--- src/rtl/load_wb_ctrl_if.sv ---
// Bundle of load issue, data-memory and write-back signals for load_wb_ctrl.
// The slave side is the controller; the master side is the issuing core / memory model.
interface load_wb_ctrl_if;
  logic        start;
  logic [2:0]  funct3;
  logic [63:0] addr;
  logic [4:0]  rd;
  logic        busy;
  logic        mem_req;
  logic [63:0] mem_addr;
  logic        mem_ack;
  logic [63:0] mem_rdata;
  logic [1:0]  wrt_sel;
  logic [63:0] lane_data;
  logic        wb_en;
  logic [4:0]  wb_rd;
  logic [63:0] wb_data;
  logic        exc_valid;
  logic [1:0]  exc_code;
  logic        done;

  modport slave (
    input  start, funct3, addr, rd, mem_ack, mem_rdata,
    output busy, mem_req, mem_addr, wrt_sel, lane_data, wb_en, wb_rd,
           wb_data, exc_valid, exc_code, done
  );

  modport master (
    output start, funct3, addr, rd, mem_ack, mem_rdata,
    input  busy, mem_req, mem_addr, wrt_sel, lane_data, wb_en, wb_rd,
           wb_data, exc_valid, exc_code, done
  );
endinterface

--- src/rtl/load_wb_ctrl.sv ---
// Load sequencer: alignment/funct3 checks, memory read handshake, lane
// alignment and sign/zero extension of the write-back value.
module load_wb_ctrl #(
  parameter int unsigned TIMEOUT = 16
) (
  input  logic         clk,
  input  logic         reset,
  load_wb_ctrl_if.slave bus,
  output logic [1:0]   state_dbg
);

  typedef enum logic [1:0] {IDLE, REQ, WB, EXC} state_t;

  state_t      state, state_nxt;
  logic [2:0]  f3_q;
  logic [63:0] addr_q;
  logic [4:0]  rd_q;
  logic [7:0]  cnt_q;
  logic [1:0]  exc_code_q;
  logic [1:0]  wrt_sel_q;
  logic [63:0] lane_q;
  logic [63:0] wb_q;

  logic        illegal;
  logic        misaligned;
  logic        ack_take;
  logic        timeout_hit;
  logic [63:0] lane_nxt;
  logic [63:0] ext_nxt;

  always_comb begin
    illegal    = (bus.funct3 == 3'b111);
    misaligned = 1'b0;
    case (bus.funct3[1:0])
      2'b11:   misaligned = |bus.addr[2:0];
      2'b10:   misaligned = |bus.addr[1:0];
      2'b01:   misaligned = bus.addr[0];
      default: misaligned = 1'b0;
    endcase
  end

  // mem_req is held high with a stable mem_addr until the cycle mem_ack is
  // seen; mem_ack is only honoured while mem_req is high.
  assign ack_take    = (state == REQ) && bus.mem_ack;
  assign timeout_hit = (state == REQ) && !bus.mem_ack && (cnt_q == 8'(TIMEOUT - 1));

  assign lane_nxt = bus.mem_rdata >> {addr_q[2:0], 3'b000};

  always_comb begin
    ext_nxt = lane_nxt;
    case (f3_q[1:0])
      2'b00:   ext_nxt = {{56{~f3_q[2] & lane_nxt[7]}},  lane_nxt[7:0]};
      2'b01:   ext_nxt = {{48{~f3_q[2] & lane_nxt[15]}}, lane_nxt[15:0]};
      2'b10:   ext_nxt = {{32{~f3_q[2] & lane_nxt[31]}}, lane_nxt[31:0]};
      default: ext_nxt = lane_nxt;
    endcase
  end

  always_ff @(posedge clk or posedge reset) begin
    if (reset) state <= IDLE;
    else       state <= state_nxt;
  end

  always_comb begin
    state_nxt     = state;
    bus.busy      = 1'b0;
    bus.mem_req   = 1'b0;
    bus.wb_en     = 1'b0;
    bus.exc_valid = 1'b0;
    bus.done      = 1'b0;
    case (state)
      IDLE: begin
        if (bus.start) state_nxt = (illegal || misaligned) ? EXC : REQ;
      end
      REQ: begin
        bus.busy    = 1'b1;
        bus.mem_req = 1'b1;
        if (ack_take)         state_nxt = WB;
        else if (timeout_hit) state_nxt = EXC;
      end
      WB: begin
        bus.busy  = 1'b1;
        bus.wb_en = 1'b1;
        bus.done  = 1'b1;
        state_nxt = IDLE;
      end
      EXC: begin
        bus.busy      = 1'b1;
        bus.exc_valid = 1'b1;
        bus.done      = 1'b1;
        state_nxt     = IDLE;
      end
      default: state_nxt = IDLE;
    endcase
  end

  always_ff @(posedge clk or posedge reset) begin
    if (reset) begin
      f3_q       <= 3'b000;
      addr_q     <= 64'd0;
      rd_q       <= 5'd0;
      cnt_q      <= 8'd0;
      exc_code_q <= 2'b00;
      wrt_sel_q  <= 2'b00;
      lane_q     <= 64'd0;
      wb_q       <= 64'd0;
    end else begin
      if (state == IDLE && bus.start) begin
        f3_q       <= bus.funct3;
        addr_q     <= bus.addr;
        rd_q       <= bus.rd;
        cnt_q      <= 8'd0;
        // Size select is the inverse of funct3[1:0]: ld->00 ... lb->11.
        wrt_sel_q  <= ~bus.funct3[1:0];
        exc_code_q <= illegal ? 2'b11 : (misaligned ? 2'b01 : 2'b00);
      end
      if (state == REQ) begin
        if (bus.mem_ack) begin
          lane_q <= lane_nxt;
          wb_q   <= ext_nxt;
        end else if (timeout_hit) begin
          exc_code_q <= 2'b10;
        end else begin
          cnt_q <= cnt_q + 8'd1;
        end
      end
    end
  end

  assign bus.mem_addr  = {addr_q[63:3], 3'b000};
  assign bus.wb_rd     = rd_q;
  assign bus.wrt_sel   = wrt_sel_q;
  assign bus.lane_data = lane_q;
  assign bus.wb_data   = wb_q;
  assign bus.exc_code  = exc_code_q;
  assign state_dbg     = state;

endmodule

--- src/flat_wrapper.sv ---
// flat-port wrapper written by rule: the top's interface ports become plain ports
module load_wb_ctrl_flat 
#(
  parameter int unsigned TIMEOUT = 16
)
  (clk, reset, state_dbg, bus_start, bus_funct3, bus_addr, bus_rd, bus_mem_ack, bus_mem_rdata, bus_busy, bus_mem_req, bus_mem_addr, bus_wrt_sel, bus_lane_data, bus_wb_en, bus_wb_rd, bus_wb_data, bus_exc_valid, bus_exc_code, bus_done);
  load_wb_ctrl_if bus_i ();
  input  logic clk;
  input  logic reset;
  output logic [1:0] state_dbg;
  input wire logic [$bits(bus_i.start)-1:0] bus_start;
  input wire logic [$bits(bus_i.funct3)-1:0] bus_funct3;
  input wire logic [$bits(bus_i.addr)-1:0] bus_addr;
  input wire logic [$bits(bus_i.rd)-1:0] bus_rd;
  input wire logic [$bits(bus_i.mem_ack)-1:0] bus_mem_ack;
  input wire logic [$bits(bus_i.mem_rdata)-1:0] bus_mem_rdata;
  output wire logic [$bits(bus_i.busy)-1:0] bus_busy;
  output wire logic [$bits(bus_i.mem_req)-1:0] bus_mem_req;
  output wire logic [$bits(bus_i.mem_addr)-1:0] bus_mem_addr;
  output wire logic [$bits(bus_i.wrt_sel)-1:0] bus_wrt_sel;
  output wire logic [$bits(bus_i.lane_data)-1:0] bus_lane_data;
  output wire logic [$bits(bus_i.wb_en)-1:0] bus_wb_en;
  output wire logic [$bits(bus_i.wb_rd)-1:0] bus_wb_rd;
  output wire logic [$bits(bus_i.wb_data)-1:0] bus_wb_data;
  output wire logic [$bits(bus_i.exc_valid)-1:0] bus_exc_valid;
  output wire logic [$bits(bus_i.exc_code)-1:0] bus_exc_code;
  output wire logic [$bits(bus_i.done)-1:0] bus_done;
  assign bus_i.start = bus_start;
  assign bus_i.funct3 = bus_funct3;
  assign bus_i.addr = bus_addr;
  assign bus_i.rd = bus_rd;
  assign bus_i.mem_ack = bus_mem_ack;
  assign bus_i.mem_rdata = bus_mem_rdata;
  assign bus_busy = bus_i.busy;
  assign bus_mem_req = bus_i.mem_req;
  assign bus_mem_addr = bus_i.mem_addr;
  assign bus_wrt_sel = bus_i.wrt_sel;
  assign bus_lane_data = bus_i.lane_data;
  assign bus_wb_en = bus_i.wb_en;
  assign bus_wb_rd = bus_i.wb_rd;
  assign bus_wb_data = bus_i.wb_data;
  assign bus_exc_valid = bus_i.exc_valid;
  assign bus_exc_code = bus_i.exc_code;
  assign bus_done = bus_i.done;
  load_wb_ctrl #(.TIMEOUT(TIMEOUT)) u_core (.clk(clk), .reset(reset), .bus(bus_i), .state_dbg(state_dbg));
endmodule
--- config.mk ---
export PLATFORM = sky130hd
export DESIGN_NAME = load_wb_ctrl_flat
export DESIGN_NICKNAME = d
export VERILOG_FILES = /design/src/rtl/load_wb_ctrl_if.sv /design/src/rtl/load_wb_ctrl.sv /design/src/flat_wrapper.sv
export SDC_FILE = /design/constraint.sdc
export NUM_CORES = 1
export LEC_CHECK = 0
export ABC_AREA = 0
export BUFFER_PORTS_ARGS = -buffer_cell sky130_fd_sc_hd__buf_4
export CAP_MARGIN = 5
export CELL_PAD_IN_SITES_DETAIL_PLACEMENT = 0
export CELL_PAD_IN_SITES_GLOBAL_PLACEMENT = 1
export CORE_MARGIN = 4
export CORE_UTILIZATION = 40
export DETAILED_ROUTE_END_ITERATION = 10
export HOLD_SLACK_MARGIN = 0.02
export PLACE_DENSITY_LB_ADDON = 0.1
export SYNTH_ARGS = -nofsm -noshare
export SYNTH_HDL_FRONTEND = slang
export SYNTH_SLANG_ARGS = --single-unit
--- constraint.sdc ---
create_clock -name clk -period 16.3 [get_ports clk]
set_clock_uncertainty 0.2 [all_clocks]
set_input_delay 0.815 -clock clk [delete_from_list [all_inputs] [get_ports clk]]
set_output_delay 0.815 -clock clk [all_outputs]
set_load 0.1 [all_outputs]
==> impl_results.html, run 1 <==
<table>
<tr><th>Metric</th><th>Value</th></tr>
<tr><th colspan="2">Synthesis</th></tr>
<tr><td>Number of different library cells in the post-synthesis netlist</td><td>49</td></tr>
<tr><td>Async S/R FF share, synth</td><td>100%</td></tr>
<tr><td>Number of synthesized flops with an enable pin</td><td>0</td></tr>
<tr><td>Syn avg cell area</td><td>9.65 sq um</td></tr>
<tr><td>Most numerous cell types in the synthesized netlist</td><td>nand2_1, dfrtp_1, buf_4, o21ai_0, clkbuf_1</td></tr>
<tr><td>Register bit count reported by yosys</td><td>206</td></tr>
<tr><td>Share of synthesized area occupied by flip-flops and latches</td><td>51.7%</td></tr>
<tr><td>Netlist Area Pre-Place</td><td>9970 sq um</td></tr>
<tr><td>Cell types with the largest area share after synthesis</td><td>dfrtp_1, nand2_1, buf_4</td></tr>
<tr><td>Most frequent cell after synthesis</td><td>nand2_1</td></tr>
<tr><td>Post-synthesis instance total</td><td>1033</td></tr>
<tr><td>Share of the synthesized area in the top cell type</td><td>51.7%</td></tr>
<tr><td>Main flop type after synthesis</td><td>dfrtp_1</td></tr>
<tr><td>Library cell with the largest summed area after synthesis</td><td>dfrtp_1</td></tr>
<tr><td>Count of yosys warnings during synthesis</td><td>0</td></tr>
<tr><th colspan="2">Route</th></tr>
<tr><td>Count of unresolved DRC violations after routing</td><td>0</td></tr>
<tr><td>Routed length per placed instance</td><td>20.1 microns</td></tr>
<tr><td>Final WL</td><td>32.3 mm</td></tr>
<tr><td>Total via count in the routed design</td><td>8309</td></tr>
<tr><td>Final ANT Viol Nets</td><td>0</td></tr>
<tr><td>Drt initial violations</td><td>630</td></tr>
<tr><td>First drt pass iteration count</td><td>5</td></tr>
<tr><td>Vias per Instance</td><td>5.17</td></tr>
<tr><th colspan="2">Clocking</th></tr>
<tr><td>Sinks on Clock Net</td><td>206</td></tr>
<tr><td>Clock Latency Late Sink</td><td>510 ps</td></tr>
<tr><td>Cts bufs inserted</td><td>24</td></tr>
<tr><td>CTS clock-pin slew for the worst setup and hold paths</td><td>60 ps</td></tr>
<tr><td>H-Tree Depth</td><td>1</td></tr>
<tr><td>Maximum clock path buffer count</td><td>3</td></tr>
<tr><td>CTS resizes</td><td>0</td></tr>
<tr><td>Root buffer selected by CTS</td><td>clkbuf_16</td></tr>
<tr><td>Number of post-CTS setup repair buffers</td><td>0</td></tr>
<tr><td>Clock tree from TritonCTS</td><td>built</td></tr>
<tr><td>Total of hold buffers inserted after clock tree synthesis</td><td>0</td></tr>
<tr><th colspan="2">Die</th></tr>
<tr><td>Core area</td><td>24400 sq um</td></tr>
<tr><td>I/O pin cnt</td><td>348</td></tr>
<tr><td>Die X-Extent</td><td>166 microns</td></tr>
<tr><td>Starting utilization of the core area</td><td>40.9%</td></tr>
<tr><td>DIE AREA</td><td>27500 sq um</td></tr>
<tr><td>Placement row count</td><td>57</td></tr>
<tr><td>Chip height</td><td>166 microns</td></tr>
<tr><th colspan="2">Critical path</th></tr>
<tr><td>Highest fanout seen on the critical path</td><td>69</td></tr>
<tr><td>Required time at the endpoint of the critical path</td><td>16530 ps</td></tr>
<tr><td>Crit path arrival time</td><td>3700 ps</td></tr>
<tr><td>Path type of the worst setup path</td><td>reg -&gt; reg</td></tr>
<tr><td>Kind of start point of the critical path</td><td>flop</td></tr>
<tr><td>Critical Path Sink Type</td><td>flop</td></tr>
<tr><td>RR Startpoint</td><td>u_core.addr_q[0]</td></tr>
<tr><td>Beginning of the critical path</td><td>u_core.addr_q[0]</td></tr>
<tr><th colspan="2">STA</th></tr>
<tr><td>Top achievable clock speed</td><td>0.288 GHz</td></tr>
<tr><td>Final setup TNS</td><td>0 ps</td></tr>
<tr><td>Slew at the pin closest to its max-slew limit</td><td>1120 ps</td></tr>
<tr><td>RSZ-0062 raised after global routing</td><td>no</td></tr>
<tr><td>Final Hold Viols</td><td>0</td></tr>
<tr><td>Final slew viol count</td><td>0</td></tr>
<tr><td>Fin crit share</td><td>21.3%</td></tr>
<tr><td>Final period demand of the worst path</td><td>3470 ps</td></tr>
<tr><td>Final setup violating endpoints</td><td>0</td></tr>
<tr><td>Relative max-transition margin</td><td>25.6%</td></tr>
<tr><th colspan="2">Layout</th></tr>
<tr><td>Relative area change from synthesis to final layout</td><td>30.7%</td></tr>
<tr><td>Fraction of final layout cells with drive strength greater than 1</td><td>33.2%</td></tr>
<tr><td>Number of filler instances in the final layout</td><td>2315</td></tr>
<tr><td>Area of the multi-input gates</td><td>3970 sq um</td></tr>
<tr><td>Net count reported at finish</td><td>1409</td></tr>
<tr><td>Register area</td><td>5160 sq um</td></tr>
<tr><td>Total inserted antenna cells</td><td>0</td></tr>
<tr><th colspan="2">Global route</th></tr>
<tr><td>Largest net degree at the start of global routing</td><td>133</td></tr>
<tr><td>Initial antenna violation count</td><td>0</td></tr>
<tr><td>Vias in the first global route</td><td>8334</td></tr>
<tr><td>Wire length of the first global-routing pass</td><td>49.6 mm</td></tr>
<tr><td>GRT Total Usage</td><td>22.3%</td></tr>
<tr><td>Remaining global-route overflow</td><td>0</td></tr>
<tr><th colspan="2">Place</th></tr>
<tr><td>Final Wtd Congestion</td><td>0.842</td></tr>
<tr><td>Count of buffers from port buffering</td><td>344</td></tr>
<tr><td>DPL Wire Length</td><td>23.3 mm</td></tr>
<tr><th colspan="2">Status</th></tr>
<tr><td>Run status</td><td>finished clean</td></tr>
<tr><th colspan="2">Flow run</th></tr>
<tr><td>Count of maximum capacitance violations</td><td>0</td></tr>
<tr><th colspan="2">Worst hold path</th></tr>
<tr><td>Type of the tightest min-delay check</td><td>reg -&gt; reg</td></tr>
<tr><td>Origin of the worst min-delay path</td><td>u_core.addr_q[39]</td></tr>
</table>
==> kinds of logic after synthesis <==
family          share of synthesized area [%]
simple gates                             16.5
flops                                    51.7
compound gates                           13.8
buf+inv                                  8.93
mux                                      8.90
fa+ha+maj                               0.125
other cells                            0.0376
==> metal layers <==
layer  vias up  global-route usage [%]  wire length, microns
met5         -                       0                     0
met4         0                    4.30                   541
met3        35                    6.14                  2570
met2       335                    37.5                 15800
met1      3994                    29.4                 13300
li1       3945                       -                     -
==> stage by stage <==
step,instances,instance area [sq um],util (%),setup WS (ps),hold WS (ps)
6_report,1608,13000,53.4,12830,274
2_1_floorplan,1035,9980,-,9660,247
3_3_place_gp,1566,12200,50.1,12580,259
3_5_place_dp,1566,12200,50.1,12520,263
4_1_cts,1608,13000,53.4,12800,273
5_1_grt,1608,13000,53.4,12520,275
==> registers in the layout (all words and copies together), names as in the netlist <==
name                  cells
u_core.bus.exc_code       2
u_core.bus.wrt_sel        2
u_core.state_dbg          2
u_core.bus.wb_rd          5
u_core.f3_q               3
u_core.cnt_q              8
u_core.bus.lane_data     56
u_core.bus.wb_data       64
u_core.addr_q            64
==> worst paths after layout <==
| check | to | cells past startpoint | slack, ps |
|---|---|---|---|
| setup / recovery | u_core.bus.wb_data[55] | 6 | 12830 |
| hold / removal | u_core.addr_q[39] | 2 | 270 |
| setup reg to reg | u_core.bus.wb_data[55] | 6 | 12830 |
| hold reg to reg | u_core.addr_q[39] | 2 | 270 |
| max in group asynchronous | u_core.addr_q[0] | 3 | 13940 |
| min in group asynchronous | u_core.addr_q[13] | 2 | 280 |
==> worst max-delay path, cell delays in order, from the launching register on <==
cell	delay (ps)
dfrtp_2	330
buf_4	670
mux2i_1	300
mux4_2	560
or2_0	220
a2111o_1	860
nand2_1	220
==> layout make-up <==
| class | count | area share [%] |
|---|---|---|
| sequential | 206 | 39.6 |
| multi-input combinational | 677 | 30.4 |
| timing repair buffer | 354 | 20.4 |
| clock buffer | 37 | 5.68 |
| tap | 324 | 3.11 |
| clock inverter | 5 | 0.576 |
| inverter | 5 | 0.202 |
==> cell usage in the layout, fill, tap and decap left out, drive strengths merged, types with 7 or more instances in the layout <==
master   count
buf        354
mux2i       47
nor3        11
o211ai      15
nand2      326
nand3        8
a211oi      25
a22o        23
dfrtp      206
o2bb2ai      7
nor2b       11
mux2         7
o21ai       72
o22a         7
clkbuf      37
a221oi      23
mux4        15
a21oi       16
nor2        24
Power of run 1 is left out: the tool's default activity adds up to more than one toggle a clock period on the data nets, which glitch-free logic cannot reach.
==> run 2: changes to the inputs <==
--- a/config.mk
+++ b/config.mk
@@ -5,13 +5,13 @@
 export SDC_FILE = /design/constraint.sdc
 export NUM_CORES = 1
 export LEC_CHECK = 0
-export ABC_AREA = 0
+export ABC_AREA = 1
 export BUFFER_PORTS_ARGS = -buffer_cell sky130_fd_sc_hd__buf_4
 export CAP_MARGIN = 5
 export CELL_PAD_IN_SITES_DETAIL_PLACEMENT = 0
 export CELL_PAD_IN_SITES_GLOBAL_PLACEMENT = 1
 export CORE_MARGIN = 4
-export CORE_UTILIZATION = 40
+export CORE_UTILIZATION = 37
 export DETAILED_ROUTE_END_ITERATION = 10
 export HOLD_SLACK_MARGIN = 0.02
 export PLACE_DENSITY_LB_ADDON = 0.1
==> constraint.sdc (replaced) <==
create_clock -name clk -period 3.6 [get_ports clk]
set_clock_uncertainty 0.2 [all_clocks]
set_input_delay 0.18 -clock clk [delete_from_list [all_inputs] [get_ports clk]]
set_output_delay 0.18 -clock clk [all_outputs]
set_load 0.1 [all_outputs]
==> run 2 against run 1 <==
Effect of this change: area after synthesis is 6.1% higher; via count up 20%; non-clock buffer count up 139; global-route usage is 0.31 points higher; critical path depth is 2 higher; fmax rose by 0.27%; worst setup slack lost 13000 ps; die area up 14%; cell count grew 29%.
==> impl_results.html, run 2 <==
<table>
<tr><th>Metric</th><th>Value</th></tr>
<tr><th colspan="2">Status</th></tr>
<tr><td>Run status</td><td>finished clean</td></tr>
<tr><th colspan="2">Critical path</th></tr>
<tr><td>Register-to-register path setup slack</td><td>140 ps (-12690 ps)</td></tr>
<tr><td>Critical path's top delay family</td><td>buffers and inverters</td></tr>
<tr><td>Beginning of the critical path</td><td>u_core.addr_q[1]</td></tr>
<tr><td>Critical-path top delay cell</td><td>dlygate4sd3_1</td></tr>
<tr><td>Crit path arrival time</td><td>3650 ps (-50 ps)</td></tr>
<tr><td>Required time at the endpoint of the critical path</td><td>3790 ps (-12740 ps)</td></tr>
<tr><td>Cell-by-cell trace of the critical path</td><td>inv_2 &gt; buf_4 &gt; o211ai_1 &gt; dlygate4sd3_1 &gt; nand3_1 &gt; dlygate4sd3_1 &gt; o211ai_1 &gt; dlygate4sd3_1</td></tr>
<tr><td>CP bufs+invs</td><td>5 (+4)</td></tr>
<tr><td>Kind of start point of the critical path</td><td>flop</td></tr>
<tr><td>RR Startpoint</td><td>u_core.addr_q[1]</td></tr>
<tr><td>Path type of the worst setup path</td><td>reg -&gt; reg</td></tr>
<tr><td>Most prevalent standard cell on the critical path</td><td>dlygate4sd3_1</td></tr>
<tr><td>Number of cells on the worst reg-to-reg path</td><td>8 (+2)</td></tr>
<tr><td>Max incr delay on CP</td><td>580 ps (-280 ps)</td></tr>
<tr><td>End of the worst register-to-register path</td><td>u_core.bus.wb_data[0]</td></tr>
<tr><td>Critical Path Sink Type</td><td>flop</td></tr>
<tr><td>Highest fanout seen on the critical path</td><td>30 (-57%)</td></tr>
<tr><th colspan="2">Route</th></tr>
<tr><td>Vias per Instance</td><td>4.82 (-6.8%)</td></tr>
<tr><td>First drt pass iteration count</td><td>5 (unchanged)</td></tr>
<tr><td>Final ANT Viol Nets</td><td>0 (unchanged)</td></tr>
<tr><td>Final WL</td><td>36.6 mm (+13%)</td></tr>
<tr><td>Drt initial violations</td><td>781 (+24%)</td></tr>
<tr><td>Routed length per placed instance</td><td>17.7 microns (-12%)</td></tr>
<tr><td>Total via count in the routed design</td><td>9994 (+20%)</td></tr>
<tr><td>Count of unresolved DRC violations after routing</td><td>0 (unchanged)</td></tr>
<tr><th colspan="2">Synthesis</th></tr>
<tr><td>Number of synthesized flops with an enable pin</td><td>0 (unchanged)</td></tr>
<tr><td>Library cell with the largest summed area after synthesis</td><td>dfrtp_1</td></tr>
<tr><td>Netlist Area Pre-Place</td><td>10600 sq um (+6.1%)</td></tr>
<tr><td>Syn avg cell area</td><td>8.09 sq um (-16%)</td></tr>
<tr><td>Share of the synthesized area in the top cell type</td><td>48.7% (-3.0 points)</td></tr>
<tr><td>Main flop type after synthesis</td><td>dfrtp_1</td></tr>
<tr><td>Async S/R FF share, synth</td><td>100% (unchanged)</td></tr>
<tr><td>Number of different library cells in the post-synthesis netlist</td><td>44 (-10%)</td></tr>
<tr><td>Cell types with the largest area share after synthesis</td><td>dfrtp_1, nand2_1, buf_4</td></tr>
<tr><td>Most frequent cell after synthesis</td><td>nand2_1</td></tr>
<tr><td>Most numerous cell types in the synthesized netlist</td><td>nand2_1, dfrtp_1, buf_4, o21ai_0, nand3_1</td></tr>
<tr><td>Count of yosys warnings during synthesis</td><td>0 (unchanged)</td></tr>
<tr><td>Share of synthesized area occupied by flip-flops and latches</td><td>48.7% (-3.0 points)</td></tr>
<tr><td>Post-synthesis instance total</td><td>1308 (+27%)</td></tr>
<tr><td>Register bit count reported by yosys</td><td>206 (unchanged)</td></tr>
<tr><th colspan="2">Clocking</th></tr>
<tr><td>Number of post-CTS setup repair buffers</td><td>0 (unchanged)</td></tr>
<tr><td>Clock tree from TritonCTS</td><td>built</td></tr>
<tr><td>CTS clock-pin slew for the worst setup and hold paths</td><td>60 ps (about the same)</td></tr>
<tr><td>Clock Latency Late Sink</td><td>510 ps (about the same)</td></tr>
<tr><td>Maximum clock path buffer count</td><td>3 (unchanged)</td></tr>
<tr><td>Sinks on Clock Net</td><td>206 (unchanged)</td></tr>
<tr><td>Cts bufs inserted</td><td>24 (unchanged)</td></tr>
<tr><td>Root buffer selected by CTS</td><td>clkbuf_16</td></tr>
<tr><td>CTS resizes</td><td>0 (unchanged)</td></tr>
<tr><td>H-Tree Depth</td><td>1 (unchanged)</td></tr>
<tr><th colspan="2">Global route</th></tr>
<tr><td>Largest net degree at the start of global routing</td><td>124 (-6.8%)</td></tr>
<tr><td>Remaining global-route overflow</td><td>0 (unchanged)</td></tr>
<tr><td>GRT Total Usage</td><td>22.7% (+0.31 points)</td></tr>
<tr><td>Initial antenna violation count</td><td>1 (+1)</td></tr>
<tr><td>Vias in the first global route</td><td>10000 (+20%)</td></tr>
<tr><td>Wire length of the first global-routing pass</td><td>56.6 mm (+14%)</td></tr>
<tr><th colspan="2">Layout</th></tr>
<tr><td>Most common cell after layout, fill and taps aside</td><td>nand2_1</td></tr>
<tr><td>Net count reported at finish</td><td>1820 (+29%)</td></tr>
<tr><td>Fraction of final layout cells with drive strength greater than 1</td><td>28.8% (-4.3 points)</td></tr>
<tr><td>Top library cells by usage in the layout, fill and taps aside</td><td>nand2_1, buf_4, dfrtp_1</td></tr>
<tr><td>Relative area change from synthesis to final layout</td><td>41.8%</td></tr>
<tr><th colspan="2">STA</th></tr>
<tr><td>Slew at the pin closest to its max-slew limit</td><td>723 ps (-394 ps)</td></tr>
<tr><td>Top achievable clock speed</td><td>0.289 GHz (+0.27%)</td></tr>
<tr><td>Final Hold Viols</td><td>0 (unchanged)</td></tr>
<tr><td>RSZ-0062 raised after global routing</td><td>no</td></tr>
<tr><td>Final period demand of the worst path</td><td>3460 ps (-9.50 ps)</td></tr>
<tr><td>Final slew viol count</td><td>0 (unchanged)</td></tr>
<tr><td>Fin crit share</td><td>96.2% (+75 points)</td></tr>
<tr><td>Final setup TNS</td><td>0 ps (unchanged)</td></tr>
<tr><td>Relative max-transition margin</td><td>51.8% (+26 points)</td></tr>
<tr><td>Final setup violating endpoints</td><td>0 (unchanged)</td></tr>
<tr><th colspan="2">Die</th></tr>
<tr><td>I/O pin cnt</td><td>348 (unchanged)</td></tr>
<tr><td>Core area</td><td>28000 sq um (+15%)</td></tr>
<tr><td>Placement row count</td><td>61 (+7.0%)</td></tr>
<tr><td>DIE AREA</td><td>31400 sq um (+14%)</td></tr>
<tr><td>Starting utilization of the core area</td><td>37.8% (-3.1 points)</td></tr>
<tr><td>Die X-Extent</td><td>177 microns (+6.8%)</td></tr>
<tr><td>Chip height</td><td>177 microns (+6.8%)</td></tr>
<tr><th colspan="2">Place</th></tr>
<tr><td>Count of buffers from port buffering</td><td>344 (unchanged)</td></tr>
<tr><td>DPL Wire Length</td><td>26.4 mm (+13%)</td></tr>
<tr><td>Final Wtd Congestion</td><td>0.860 (+2.2%)</td></tr>
<tr><th colspan="2">Flow run</th></tr>
<tr><td>Count of maximum capacitance violations</td><td>0 (unchanged)</td></tr>
<tr><th colspan="2">Worst hold path</th></tr>
<tr><td>Type of the tightest min-delay check</td><td>in -&gt; reg</td></tr>
<tr><td>Hold Path Stages</td><td>7 (+5)</td></tr>
<tr><td>Worst hold endpoint</td><td>u_core.bus.lane_data[13]</td></tr>
<tr><td>Origin of the worst min-delay path</td><td>bus_mem_rdata[21]</td></tr>
</table>
==> run 2: worst max-delay path by stage <==
| stage | to | cells past startpoint |
|---|---|---|
| after floorplan | u_core.addr_q[0] | 1 |
| after global placement | u_core.bus.wb_data[63] | 9 |
| after detailed placement | u_core.bus.wb_data[63] | 9 |
| after CTS | u_core.bus.wb_data[0] | 8 |
| after global routing | u_core.bus.wb_data[0] | 8 |
| final | u_core.bus.wb_data[0] | 8 |
==> run 2: metrics by stage <==
| step | setup WS, ps | instances | hold slack, ps | cell area [sq um] | utilization, % |
|---|---|---|---|---|---|
| floorplan | 548 | 1310 | 89.6 | 10600 | - |
| global placement | 1120 | 1896 | 173 | 12800 | 45.6 |
| detailed placement | 1070 | 1896 | 179 | 12800 | 45.6 |
| CTS | 152 | 2074 | 24.9 | 15000 | 53.6 |
| global route | 12.4 | 2075 | 41.3 | 15000 | 53.6 |
| finish | 136 | 2075 | 28.5 | 15000 | 53.6 |
==> run 2: final cells by class <==
| type | count | area (sq um) |
|---|---|---|
| fill | 2655 | 13000 |
| multi-input combinational | 903 | 4220 |
| tap | 378 | 473 |
| antenna | 1 | 2.50 |
| clock inverter | 8 | 140 |
| sequential | 206 | 5160 |
| clock buffer | 35 | 743 |
| inverter | 51 | 200 |
| timing repair buffer | 493 | 4060 |
==> run 2: timing repair <==
action / 4_1_cts / 5_1_grt
endpoints found under the setup margin: 0 / 0
hold endpoints to repair: 330 / 0
hold buffers: 135 / 0
==> run 2: cells by family (layout without fill, tap and decap cells) <==
group	Yosys count	count (layout)	synth area share, %
buffers and inverters	201	587	11.4
flip-flops	206	206	48.7
other	1	4	0.0354
adder cells (fa/ha/maj)	1	1	0.118
AO/OA/AOI/OAI	210	210	11.4
XOR/XNOR	3	3	0.248
AND/OR/NAND/NOR	686	686	28.1
==> run 2: routing by layer <==
layer | vias up | global-route usage (%) | share of wire (%) | wire [microns]
met5 | - | 0 | 0 | 0
li1 | 4868 | - | - | -
met2 | 351 | 39.4 | 49 | 17900
met1 | 4734 | 29.6 | 42 | 15500
met4 | 0 | 4.19 | 1.6 | 573
met3 | 41 | 4.68 | 7.3 | 2660
==> run 2: worst reg2reg max path, cell delays in order (launching register included) <==
cell and delay, ps:
dfrtp_2 400, inv_2 400, buf_4 350, o211ai_1 120, dlygate4sd3_1 560, nand3_1 80
dlygate4sd3_1 580, o211ai_1 90, dlygate4sd3_1 570
Power of run 2 is left out for the same reason.
==> run 3: changes to the inputs <==
--- a/config.mk
+++ b/config.mk
@@ -6,7 +6,7 @@
 export NUM_CORES = 1
 export LEC_CHECK = 0
 export ABC_AREA = 1
-export BUFFER_PORTS_ARGS = -buffer_cell sky130_fd_sc_hd__buf_4
+export BUFFER_PORTS_ARGS = -buffer_cell sky130_fd_sc_hd__buf_2
 export CAP_MARGIN = 5
 export CELL_PAD_IN_SITES_DETAIL_PLACEMENT = 0
 export CELL_PAD_IN_SITES_GLOBAL_PLACEMENT = 1
==> constraint.sdc (replaced) <==
create_clock -name clk -period 3.8 [get_ports clk]
set_clock_uncertainty 0.2 [all_clocks]
set_input_delay 0.19 -clock clk [delete_from_list [all_inputs] [get_ports clk]]
set_output_delay 0.19 -clock clk [all_outputs]
set_load 0.1 [all_outputs]
==> run 3 against run 2 <==
Effect of this change: cell count shrank 0.43%; non-clock buffer count shrank 9; fmax decreased by 1.1%; first-iteration DRC count shrank 6.3%; via count shrank 0.64%; sequential cell count unchanged; design area is 6.5% lower; highest routed layer is now met5.
==> impl_results.html, run 3 (synthesis results as in run 2) <==
<table>
<tr><th>Metric</th><th>Value</th></tr>
<tr><th colspan="2">STA</th></tr>
<tr><td>RSZ-0062 raised after global routing</td><td>no</td></tr>
<tr><td>Final slew viol count</td><td>0 (unchanged)</td></tr>
<tr><td>Fin crit share</td><td>92.1% (-4.1 points)</td></tr>
<tr><td>Relative max-transition margin</td><td>40.7% (-11 points)</td></tr>
<tr><td>Final period demand of the worst path</td><td>3500 ps (+37.7 ps)</td></tr>
<tr><td>Slew at the pin closest to its max-slew limit</td><td>888 ps (+165 ps)</td></tr>
<tr><td>Final setup TNS</td><td>0 ps (unchanged)</td></tr>
<tr><td>Final Hold Viols</td><td>0 (unchanged)</td></tr>
<tr><td>Final setup violating endpoints</td><td>0 (unchanged)</td></tr>
<tr><td>Worst Hold Margin</td><td>31.1 ps (+2.60 ps)</td></tr>
<tr><td>Top achievable clock speed</td><td>0.286 GHz (-1.1%)</td></tr>
<tr><th colspan="2">Status</th></tr>
<tr><td>Run status</td><td>finished clean</td></tr>
<tr><th colspan="2">Clocking</th></tr>
<tr><td>Maximum clock path buffer count</td><td>3 (unchanged)</td></tr>
<tr><td>Cts bufs inserted</td><td>24 (unchanged)</td></tr>
<tr><td>Clock Latency Late Sink</td><td>510 ps (about the same)</td></tr>
<tr><td>H-Tree Depth</td><td>1 (unchanged)</td></tr>
<tr><td>CTS clock-pin slew for the worst setup and hold paths</td><td>60 ps (about the same)</td></tr>
<tr><td>Sinks on Clock Net</td><td>206 (unchanged)</td></tr>
<tr><td>Clock tree from TritonCTS</td><td>built</td></tr>
<tr><td>Root buffer selected by CTS</td><td>clkbuf_16</td></tr>
<tr><td>CTS resizes</td><td>0 (unchanged)</td></tr>
<tr><th colspan="2">Layout</th></tr>
<tr><td>Relative area change from synthesis to final layout</td><td>32.7%</td></tr>
<tr><td>Final design utilization</td><td>50.1% (-3.5 points)</td></tr>
<tr><td>Number of filler instances in the final layout</td><td>2769 (+4.3%)</td></tr>
<tr><td>Top library cells by usage in the layout, fill and taps aside</td><td>nand2_1, buf_2, dfrtp_1</td></tr>
<tr><td>Most common cell after layout, fill and taps aside</td><td>nand2_1</td></tr>
<tr><td>Total inserted antenna cells</td><td>0 (-1)</td></tr>
<tr><td>Area of the multi-input gates</td><td>4220 sq um (unchanged)</td></tr>
<tr><td>Net count reported at finish</td><td>1811 (-0.49%)</td></tr>
<tr><td>Fraction of final layout cells with drive strength greater than 1</td><td>29.0% (+0.20 points)</td></tr>
<tr><td>Register area</td><td>5160 sq um (unchanged)</td></tr>
<tr><th colspan="2">Place</th></tr>
<tr><td>Count of buffers from port buffering</td><td>344 (unchanged)</td></tr>
<tr><td>Final Wtd Congestion</td><td>0.855 (-0.55%)</td></tr>
<tr><td>DPL Wire Length</td><td>26.1 mm (-1.1%)</td></tr>
<tr><th colspan="2">Critical path</th></tr>
<tr><td>Path type of the worst setup path</td><td>reg -&gt; reg</td></tr>
<tr><td>Max incr delay on CP</td><td>600 ps (+20 ps)</td></tr>
<tr><td>Most prevalent standard cell on the critical path</td><td>dlygate4sd3_1</td></tr>
<tr><td>Critical-path top delay cell</td><td>buf_4</td></tr>
<tr><td>Crit path arrival time</td><td>3750 ps (+100 ps)</td></tr>
<tr><td>Critical path's top delay family</td><td>buffers and inverters</td></tr>
<tr><td>Required time at the endpoint of the critical path</td><td>4050 ps (+260 ps)</td></tr>
<tr><td>Highest fanout seen on the critical path</td><td>72 (+140%)</td></tr>
<tr><td>Kind of start point of the critical path</td><td>flop</td></tr>
<tr><td>CP bufs+invs</td><td>4 (-1)</td></tr>
<tr><td>Critical Path Sink Type</td><td>flop</td></tr>
<tr><td>Cell-by-cell trace of the critical path</td><td>buf_4 &gt; nand2_1 &gt; nand3_1 &gt; dlygate4sd3_1 &gt; nand3_1 &gt; dlygate4sd3_1 &gt; o211ai_1 &gt; dlygate4sd3_1</td></tr>
<tr><th colspan="2">Route</th></tr>
<tr><td>Final ANT Viol Nets</td><td>0 (unchanged)</td></tr>
<tr><td>Drt initial violations</td><td>732 (-6.3%)</td></tr>
<tr><td>Total via count in the routed design</td><td>9930 (-0.64%)</td></tr>
<tr><td>Count of unresolved DRC violations after routing</td><td>0 (unchanged)</td></tr>
<tr><td>Routed length per placed instance</td><td>17.8 microns (+0.62%)</td></tr>
<tr><td>First drt pass iteration count</td><td>5 (unchanged)</td></tr>
<tr><td>Vias per Instance</td><td>4.81 (-0.21%)</td></tr>
<tr><td>Final WL</td><td>36.7 mm (+0.19%)</td></tr>
<tr><th colspan="2">Global route</th></tr>
<tr><td>Initial antenna violation count</td><td>4 (+3)</td></tr>
<tr><td>Wire length of the first global-routing pass</td><td>56.3 mm (-0.46%)</td></tr>
<tr><td>GRT Total Usage</td><td>22.7% (+0.085 points)</td></tr>
<tr><td>Vias in the first global route</td><td>9909 (-0.93%)</td></tr>
<tr><td>Largest net degree at the start of global routing</td><td>128 (+3.2%)</td></tr>
<tr><td>Remaining global-route overflow</td><td>0 (unchanged)</td></tr>
<tr><th colspan="2">Die</th></tr>
<tr><td>Chip height</td><td>177 microns (unchanged)</td></tr>
<tr><td>Core area</td><td>28000 sq um (unchanged)</td></tr>
<tr><td>Placement row count</td><td>61 (unchanged)</td></tr>
<tr><td>Die X-Extent</td><td>177 microns (unchanged)</td></tr>
<tr><td>Starting utilization of the core area</td><td>37.8% (unchanged)</td></tr>
<tr><td>I/O pin cnt</td><td>348 (unchanged)</td></tr>
<tr><td>DIE AREA</td><td>31400 sq um (unchanged)</td></tr>
<tr><th colspan="2">Flow run</th></tr>
<tr><td>Count of maximum capacitance violations</td><td>0 (unchanged)</td></tr>
<tr><th colspan="2">Worst hold path</th></tr>
<tr><td>Type of the tightest min-delay check</td><td>in -&gt; reg</td></tr>
</table>
run 3: cell count changes in the layout (fill, tap and decap cells not counted), sizes merged:
cell	delta
dlygate4sd3	-7
inv	+1
diode	-1
clkinvlp	+3
clkbuf	-5
clkinv	+2
buf	-2
run 3: cell type report:
cell class                      instances  area share, %
Tap cell                              378           3.37
Timing Repair Buffer                  484           22.1
Clock inverter                         14           1.29
Multi-Input combinational cell        903           30.1
Sequential cell                       206           36.7
Inverter                               51           1.43
Clock buffer                           30           4.95
run 3: worst reg2reg max path: cells and delay by family, from the launching register on:
kind / cells / cell delay, ps
buffers and inverters: 4 / 2330
and+or+nand+nor: 3 / 330
AOI/OAI and AO/OA: 1 / 90
DFF: 1 / 490
run 3: timing repair:
item / in CTS / in global routing
hold endpoints to repair: 151 / 0
hold buffers: 128 / 0
setup buffers: 0 / 0
run 3: worst paths after layout:
| path | slack [ps] | cells past startpoint | from | end |
|---|---|---|---|---|
| setup reg to reg | 300 | 8 | u_core.addr_q[0] | u_core.bus.wb_data[2] |
| hold / removal | 30 | 6 | bus_mem_rdata[47] | u_core.bus.lane_data[23] |
| setup / recovery | 300 | 8 | u_core.addr_q[0] | u_core.bus.wb_data[2] |
| hold reg to reg | 270 | 2 | u_core.addr_q[29] | u_core.addr_q[29] |
| max in group asynchronous | 2290 | 4 | reset | u_core.bus.lane_data[10] |
| min in group asynchronous | 60 | 3 | reset | u_core.addr_q[24] |
run 3: stage by stage:
step                cells  setup slack [ps]  instance area (sq um)
floorplan            1310               738                  10600
global placement     1894              1240                  11900
detailed placement   1894              1190                  11900
CTS                  2066               351                  14000
global route         2066               113                  14000
finish               2066               298                  14000
run 3: routing by layer:
metal	wire (microns)	track usage (%)	vias to the layer above
met3	2570	4.51	54
met5	49	0	-
met1	15700	30.4	4646
met2	17600	38.2	367
met4	778	5.42	8
li1	-	-	4855
Power of run 3 is left out for the same reason.
